$ cat src/rtl/input_conditioner.sv
// input_conditioner: synchronises, debounces and edge-detects the keypad front panel.
//
// Ports:
//   CLK          system clock, rising edge
//   RESET_N      asynchronous active-low reset (release is synchronised internally)
//   SW[9:0]      raw slide switches (asynchronous)
//   BTN[2:0]     raw buttons (asynchronous): [0] ADMIN, [1] OK, [2] BACKSPACE
//   SW_STABLE    debounced switch levels
//   CODE_VALID   one-cycle pulse when a debounced switch rises
//   CODE_DIGIT   index of the rising switch (lowest wins), held until the next CODE_VALID
//   BTN_PRESS    one-cycle pulse when a debounced button rises (or autorepeats)
//   BTN_WHICH    0=ADMIN 1=OK 2=BACKSPACE, held until the next BTN_PRESS
//   MS_TICK      one-cycle pulse every CLK_DIV cycles
//
// Build option: define INPUT_CONDITIONER_BTN_REPEAT_EN to enable BACKSPACE autorepeat.
module input_conditioner #(
  parameter int unsigned CLK_DIV     = 100000,
  parameter int unsigned DEBOUNCE_MS = 20,
  parameter int unsigned REPEAT_MS   = 250
) (
  input  logic       CLK,
  input  logic       RESET_N,
  input  logic [9:0] SW,
  input  logic [2:0] BTN,
  output logic [9:0] SW_STABLE,
  output logic       CODE_VALID,
  output logic [3:0] CODE_DIGIT,
  output logic       BTN_PRESS,
  output logic [1:0] BTN_WHICH,
  output logic       MS_TICK
);

  localparam int unsigned NumIn = 13;
  localparam int unsigned TickW = (CLK_DIV > 1) ? $clog2(CLK_DIV) : 1;
  localparam int unsigned BsIdx = 12;

  // Reset: assert asynchronously, deassert two edges after RESET_N rises.
  logic [1:0] rst_sync_q;
  logic       rst_int_n;

  always_ff @(posedge CLK or negedge RESET_N) begin
    if (!RESET_N) rst_sync_q <= 2'b00;
    else          rst_sync_q <= {rst_sync_q[0], 1'b1};
  end

  assign rst_int_n = rst_sync_q[1];

  // Inputs are packed as {BTN, SW}: bits 9..0 switches, 12..10 buttons.
  logic [NumIn-1:0]      meta_q, sync_q;
  logic [NumIn-1:0]      deb_q, deb_d, deb_prev_q;
  logic [NumIn-1:0][4:0] hold_q, hold_d;
  logic [TickW-1:0]      tick_cnt_q, tick_cnt_d;
  logic                  ms_tick;
  logic [9:0]            sw_rise;
  logic [2:0]            btn_rise;
  logic                  cv_q, cv_d, bp_q, bp_d;
  logic [3:0]            digit_q, digit_d;
  logic [1:0]            which_q, which_d;
  logic                  rep_req;

  assign ms_tick    = (tick_cnt_q == TickW'(CLK_DIV - 1));
  assign tick_cnt_d = ms_tick ? '0 : tick_cnt_q + TickW'(1);

  // Hold counter restarts whenever the input agrees with its accepted level.
  always_comb begin
    deb_d  = deb_q;
    hold_d = hold_q;
    for (int i = 0; i < NumIn; i++) begin
      if (sync_q[i] == deb_q[i]) begin
        hold_d[i] = '0;
      end else if (ms_tick) begin
        if (hold_q[i] + 5'd1 == 5'(DEBOUNCE_MS)) begin
          deb_d[i]  = sync_q[i];
          hold_d[i] = '0;
        end else begin
          hold_d[i] = hold_q[i] + 5'd1;
        end
      end
    end
  end

  assign sw_rise  = deb_q[9:0] & ~deb_prev_q[9:0];
  assign btn_rise = deb_q[12:10] & ~deb_prev_q[12:10];

  // Lowest switch index wins; other simultaneous rises are dropped.
  always_comb begin
    cv_d    = |sw_rise;
    digit_d = digit_q;
    for (int i = 9; i >= 0; i--) begin
      if (sw_rise[i]) digit_d = 4'(i);
    end
  end

  // Fresh presses beat an autorepeat request landing in the same cycle.
  always_comb begin
    bp_d    = 1'b0;
    which_d = which_q;
    if (btn_rise[0]) begin
      bp_d    = 1'b1;
      which_d = 2'd0;
    end else if (btn_rise[1]) begin
      bp_d    = 1'b1;
      which_d = 2'd1;
    end else if (btn_rise[2] || rep_req) begin
      bp_d    = 1'b1;
      which_d = 2'd2;
    end
  end

`ifdef INPUT_CONDITIONER_BTN_REPEAT_EN
  localparam int unsigned RepW = $clog2(2 * REPEAT_MS + 1);

  logic [RepW-1:0] rep_cnt_q, rep_cnt_d, rep_thresh;
  logic            rep_first_q, rep_first_d;

  // First repeat waits twice as long as the following ones.
  assign rep_thresh = rep_first_q ? RepW'(2 * REPEAT_MS) : RepW'(REPEAT_MS);
  assign rep_req    = deb_q[BsIdx] && (rep_cnt_q == rep_thresh);

  // The request is consumed even when ADMIN/OK wins the cycle.
  always_comb begin
    rep_cnt_d   = rep_cnt_q;
    rep_first_d = rep_first_q;
    if (!deb_q[BsIdx]) begin
      rep_cnt_d   = '0;
      rep_first_d = 1'b1;
    end else if (rep_req) begin
      rep_cnt_d   = '0;
      rep_first_d = 1'b0;
    end else if (ms_tick) begin
      rep_cnt_d = rep_cnt_q + RepW'(1);
    end
  end

  always_ff @(posedge CLK or negedge rst_int_n) begin
    if (!rst_int_n) begin
      rep_cnt_q   <= '0;
      rep_first_q <= 1'b1;
    end else begin
      rep_cnt_q   <= rep_cnt_d;
      rep_first_q <= rep_first_d;
    end
  end
`else
  assign rep_req = 1'b0;
`endif

  always_ff @(posedge CLK or negedge rst_int_n) begin
    if (!rst_int_n) begin
      meta_q     <= '0;
      sync_q     <= '0;
      tick_cnt_q <= '0;
      hold_q     <= '0;
      deb_q      <= '0;
      deb_prev_q <= '0;
      cv_q       <= 1'b0;
      digit_q    <= '0;
      bp_q       <= 1'b0;
      which_q    <= '0;
    end else begin
      meta_q     <= {BTN, SW};
      sync_q     <= meta_q;
      tick_cnt_q <= tick_cnt_d;
      hold_q     <= hold_d;
      deb_q      <= deb_d;
      deb_prev_q <= deb_q;
      cv_q       <= cv_d;
      digit_q    <= digit_d;
      bp_q       <= bp_d;
      which_q    <= which_d;
    end
  end

  assign SW_STABLE  = deb_q[9:0];
  assign CODE_VALID = cv_q;
  assign CODE_DIGIT = digit_q;
  assign BTN_PRESS  = bp_q;
  assign BTN_WHICH  = which_q;
  assign MS_TICK    = ms_tick;

endmodule

$ cat config.mk
export PLATFORM = sky130hd
export DESIGN_NAME = input_conditioner
export DESIGN_NICKNAME = d
export VERILOG_FILES = /design/src/rtl/input_conditioner.sv
export SDC_FILE = /design/constraint.sdc
export NUM_CORES = 1
export LEC_CHECK = 0
export ABC_AREA = 1
export ABC_CLOCK_PERIOD_IN_PS = 12150
export BUFFER_PORTS_ARGS = -buffer_cell sky130_fd_sc_hd__buf_2
export CELL_PAD_IN_SITES_DETAIL_PLACEMENT = 2
export CELL_PAD_IN_SITES_GLOBAL_PLACEMENT = 2
export CORE_UTILIZATION = 40
export DETAILED_ROUTE_END_ITERATION = 12
export HOLD_SLACK_MARGIN = 0.02
export PLACE_DENSITY = 0.91
export SLEW_MARGIN = 10
export SYNTH_ARGS = -nofsm -noshare
export SYNTH_HDL_FRONTEND = slang
export SYNTH_SLANG_ARGS = --single-unit
$ cat constraint.sdc
create_clock -name CLK -period 12.15 [get_ports CLK]
set_input_delay 0.6075 -clock CLK [delete_from_list [all_inputs] [get_ports CLK]]
set_output_delay 0.6075 -clock CLK [all_outputs]
set_load 0.02 [all_outputs]
---- Yosys cells after proc, flatten, opt, wreduce, memory -nomap -nowiden ----
Cells that the tools add are included.
Widths: inputs -> output; s select.
word-level totals
  flip-flop bits (word level) ............. 144
  output and inout port bits .............. 19
operators by class
  reduce and logical (&&, ||, !) cells .... 29
  bitwise logic cells ..................... 17
  equal/unequal tests ..................... 27
  add/subtract/negate cells ............... 14
  multiplexer cells ....................... 56
operator list
  kind                   number
  $mux 5                 39
  $add 5x1->5 const B    13
  $eq 5x5->1 const B     13
  $mux 4                 10
  $reduce_and 3->1       13
  $reduce_bool 2->1      13
  $add 17x1->17 const B  1
  $eq 17x17->1 const B   1
  $mux 17                1
  $eq 1x1->1             13
  $not 1->1              13
  $and 10x10->10         1
  $not 10->10            1
  $reduce_bool 10->1     1
  $reduce_or 10->1       1
  $mux 2                 3
  $and 3x3->3            1
  $mux 1                 3
  $not 3->3              1
  $reduce_bool 3->1      1

---- Logic depth before layout (Yosys ltp) ----
  word-level depth ........................ 12
  gate-level depth with buffers ........... 11

---- Worst setup path before layout ----
No wires, ideal clock.
  path type ............................... register -> output
  start ................................... reg tick_cnt_q[0]
  end ..................................... out MS_TICK
  cell stages (with the launch flop) ...... 6
  slack ................................... 10.267 ns
  arrival time ............................ 1.276 ns
  cells stage by stage .................... dfrtp_1 > ha_1 > nand3_2 > inv_1 > nand3_1 > nor2_1
on the way
  word-level cells in the longest chain between the ends .. 1
RTL lines
  element                   RTL line  RTL
  start: declaration        52        logic [TickW-1:0] tick_cnt_q, tick_cnt_d;
  start signal: assignment  163       tick_cnt_q <= tick_cnt_d;
  $eq 17x17->1              61        assign ms_tick = (tick_cnt_q == TickW'(CLK_DIV - 1));
  end: declaration          30        output logic MS_TICK
No other way between the ends.

---- Final worst setup path ----
Ends and elaborated chain as after synthesis.

==> summary by stage <==
Run status
The flow ran to the end, and the final reports show no timing, DRC or antenna violations.

Global routing
Entering global routing, the biggest net connects 83 pins. The number of global-route vias before repair is 6,862. Global routing finished with a remaining overflow of 0. The global-route wire length before repair is 37.5 mm. The combined global-route utilization of all metal layers is 0.275. The initial antenna violation count came to 0.

Timing
Setup repair after global routing left no endpoint under its margin. Based on the critical path, the design can be clocked at up to 348 MHz. The worst path needs 2.88 ns of the cycle, external delays included.

On the final layout, the worst clock skew is 0.0111 ns. The number of pins with negative max-slew slack in the final report was 0. The relative max-transition margin is 0.277. The tightest hold path in the finished design has a slack of 0.259 ns.

At the pin with the least slew margin, the transition time is 1.08 ns. The post-route worst setup slack is 9.27 ns. The final sum of negative setup slack is 0 ns.

The hold violation count in the final report is 0. Setup violations remaining at the end of the flow were counted as 0. The final clock period utilization by the worst path is 0.237.

Die
The area of the core is 17,200 um2. The die extent in y is 134 um. The floorplan die area is 18,100 um2. The row count is 48. The initial utilization of the core area, before any placement, comes to 0.407. The chip width is 134 um. The top-level I/O count is 34.

Finish
The area used by multi-input combinational logic is 2760 um2. The cell area after layout is 7970 um2. The filler cells instantiated in the layout total 1,887. The core occupancy in the finished layout is 0.462. 0 antenna diodes ended up in the layout. The final layout contains 908 nets. Relative to the synthesized area, the layout overhead comes to 13.6%. Registers take 3610 um2. Excluding fillers, the count of instances in the completed layout stands at 1,117.

The proportion of layout cells with a drive suffix above 1 is 0.0874.

Hold path
Counting instances, the worst hold path has a depth of 1. The min-delay analysis places its worst path in the category in -> reg.

Yosys
The number of enable-type register cells in the synthesized netlist is 0. For this run, asynchronously set or reset flops after synthesis account for 1.00. Counting distinct cell types in the post-synthesis netlist gives 29. The share of synthesized area in the top cell type comes to 0.514.

The average cell area after synthesis is 8.33 um2. In this run, synthesis produced a sequential element count of 144. The share of the Yosys chip area taken by registers is 0.514. Among all flip-flop cells after synthesis, the most frequent one is sky130_fd_sc_hd__dfrtp_1. The cell area after technology mapping is 7010 um2. Synthesis produced a netlist with a net count of 871. Synthesis produced 842 cells. The largest total area in the synthesized netlist belongs to sky130_fd_sc_hd__dfrtp_1. Sorting the synthesized cells by area gives the leading types as sky130_fd_sc_hd__dfrtp_1, sky130_fd_sc_hd__nand2_1, sky130_fd_sc_hd__inv_1.

Yosys printed 0 warnings.

Job
The tool flagged a number of max-cap violations equal to 0.

Clock network
The H-tree was split into 4 levels. The hold buffer count at cts is 1. After clock tree synthesis, the clock-pin slew on the worst setup and hold paths is 0.07 ns. The deepest clock path buffer count is 2.

Gates resized during post-CTS repair numbered 0. In this run the clock root is driven by a sky130_fd_sc_hd__clkbuf_16. The CTS tree is done. For this design, the sink count on the clock tree is 144. The later pin in the worst-skew pair is clocked with a latency of 0.45 ns. TritonCTS created 17 clock buffers. Buffers added to address setup during post-CTS repair amount to 0.

Power
The fraction of power spent switching nets is 0.228. The part of the power in the clock network is 0.526. The completed layout was analyzed and its total power is 1.08 mW. The power per cell area is 135 nW/um2. Internal power comes to 0.832 mW.

The part of the power in combinational logic is 0.019. In this run the static leakage power is 4.09 nW. The relative contribution of sequential cells to total power is 0.455. The analysis attributes to net switching a power of 0.246 mW. The maximum VDD drop is 0.000112 V.

Worst setup path
The required time of the critical path is 11.54 ns. Setup slack on the worst reg-to-reg path comes out at 9.42 ns. The stage delay of the slowest cell on the critical path is 0.43 ns. The critical path crosses 6 cells after its start point.

Walking the worst path, the cells encountered are ha_1 > nand3_2 > inv_1 > nand3_1 > nor2_1 > buf_2. STA classifies the critical path endpoint as a primary output. The kind of start point of the critical path is a register. The largest fanout on the critical path is 5. The cell family contributing the most delay on the critical path is simple AND/OR/NAND/NOR gates.

The critical path arrival is 2.27 ns. The startpoint-to-endpoint class of the critical path is reg -> out. Among all stages on the critical path, the largest delay is contributed by sky130_fd_sc_hd__nor2_1. The depth of the most critical reg-to-reg path is 9. Counting both buffers and inverters, the worst setup path holds a total of 2.

Placed design
In this run the cell area measured after placement is 7350 um2. The post-DP HPWL is 14.1 mm. Port buffering added 33 buffers. The number of instances in the placed design is 1,084. The worst slack at placement is 9.62 ns. Routability-driven placement finished with a final weighted congestion of 0.772.

Routing
The first routing iteration left 269 violations. The first TritonRoute pass finished after 4 iterations. After detailed routing, the number of remaining DRC violations is 0.

Dividing the detail-routed wire length by the instance count gives 20.4 um. The total via count in the routed design is 5,897. The detail route stage leaves a number of antenna-violating nets equal to 0. The total routed wirelength is 22.8 mm. The via-per-instance ratio is 5.28.
==> sequential cells by signal, indices dropped and copies added, names as in the netlist <==
register    cells
BTN_WHICH       2
deb_prev_q     13
BTN_PRESS       1
CODE_DIGIT      4
meta_q         13
rst_sync_q      2
CODE_VALID      1
tick_cnt_q     17
hold_q         65
deb_q          13
sync_q         13
==> power by group through the flow <==
stage | sequential (mW) | clock (mW) | combinational [mW]
floorplan | 0.501 | 0 | 0.00848
global placement | 0.499 | 0 | 0.0196
detailed placement | 0.500 | 0 | 0.0204
CTS | 0.491 | 0.572 | 0.0214
global route | 0.492 | 0.592 | 0.0232
finish | 0.491 | 0.567 | 0.0205
==> area by class of cell <==
type / count / area share
Clock buffer: 21 / 0.0553
Clock inverter: 11 / 0.0207
Inverter: 137 / 0.0646
Multi-Input combinational cell: 542 / 0.346
Sequential cell: 144 / 0.453
Tap cell: 225 / 0.0353
Timing Repair Buffer: 37 / 0.0248
==> cell families (layout without fill, tap and decap cells) <==
logic type	count (synthesis)	in the layout	share of synthesized area
adder cells (fa/ha/maj)	14	14	0.0250
flip-flops	144	144	0.514
AO/OA/AOI/OAI	55	55	0.0421
XOR/XNOR	43	43	0.0537
buffers and inverters	156	206	0.0926
AND/OR/NAND/NOR	429	429	0.272
other	1	1	0.000535
==> routing by layer <==
metal	vias to the layer above	share of wire	wire length (um)	track usage
met1	3019	0.41	9340	0.313
met2	112	0.53	12100	0.499
met4	0	0.028	646	0.109
met5	-	0	0	0
li1	2715	-	-	-
met3	51	0.030	682	0.0620
==> cells in the final DEF (no fill, tap or decap), drive strengths merged, types with 7 or more instances in the layout <==
cell type / instances
xnor2: 23
nand4: 27
nor2: 75
nor3: 10
xor2: 20
ha: 14
nand2: 205
buf: 36
dfrtp: 144
inv: 137
o21ai: 40
nand3b: 13
a21oi: 7
nand3: 91
clkbuf: 21
or2: 7
==> worst paths after layout <==
path	startpoint	to
worst max-delay path	tick_cnt_q[0]	MS_TICK
worst min-delay path	SW[2]	meta_q[2]
worst max register to register	tick_cnt_q[0]	hold_q[4]
worst min register to register	meta_q[2]	sync_q[2]
max in group asynchronous	rst_sync_q[1]	hold_q[43]
min in group asynchronous	rst_sync_q[1]	hold_q[19]
==> cell usage after synthesis (2+ instances only) <==
library cell               number
sky130_fd_sc_hd__buf_4         11
sky130_fd_sc_hd__nand3_1       89
sky130_fd_sc_hd__xnor2_1       23
sky130_fd_sc_hd__nand3b_1      13
sky130_fd_sc_hd__or2_2          7
sky130_fd_sc_hd__a21boi_0       3
sky130_fd_sc_hd__o21bai_1       2
sky130_fd_sc_hd__inv_1        137
sky130_fd_sc_hd__a21oi_1        7
sky130_fd_sc_hd__dfrtp_1      144
sky130_fd_sc_hd__nand2_1      204
sky130_fd_sc_hd__nor3_1         9
sky130_fd_sc_hd__o21ai_0       40
sky130_fd_sc_hd__nand4_1       27
sky130_fd_sc_hd__buf_6          2
sky130_fd_sc_hd__nand3_2        2
sky130_fd_sc_hd__buf_2          6
sky130_fd_sc_hd__ha_1          14
sky130_fd_sc_hd__nor2_1        73
sky130_fd_sc_hd__xor2_1        20
Power figures use the tool's default switching activity.
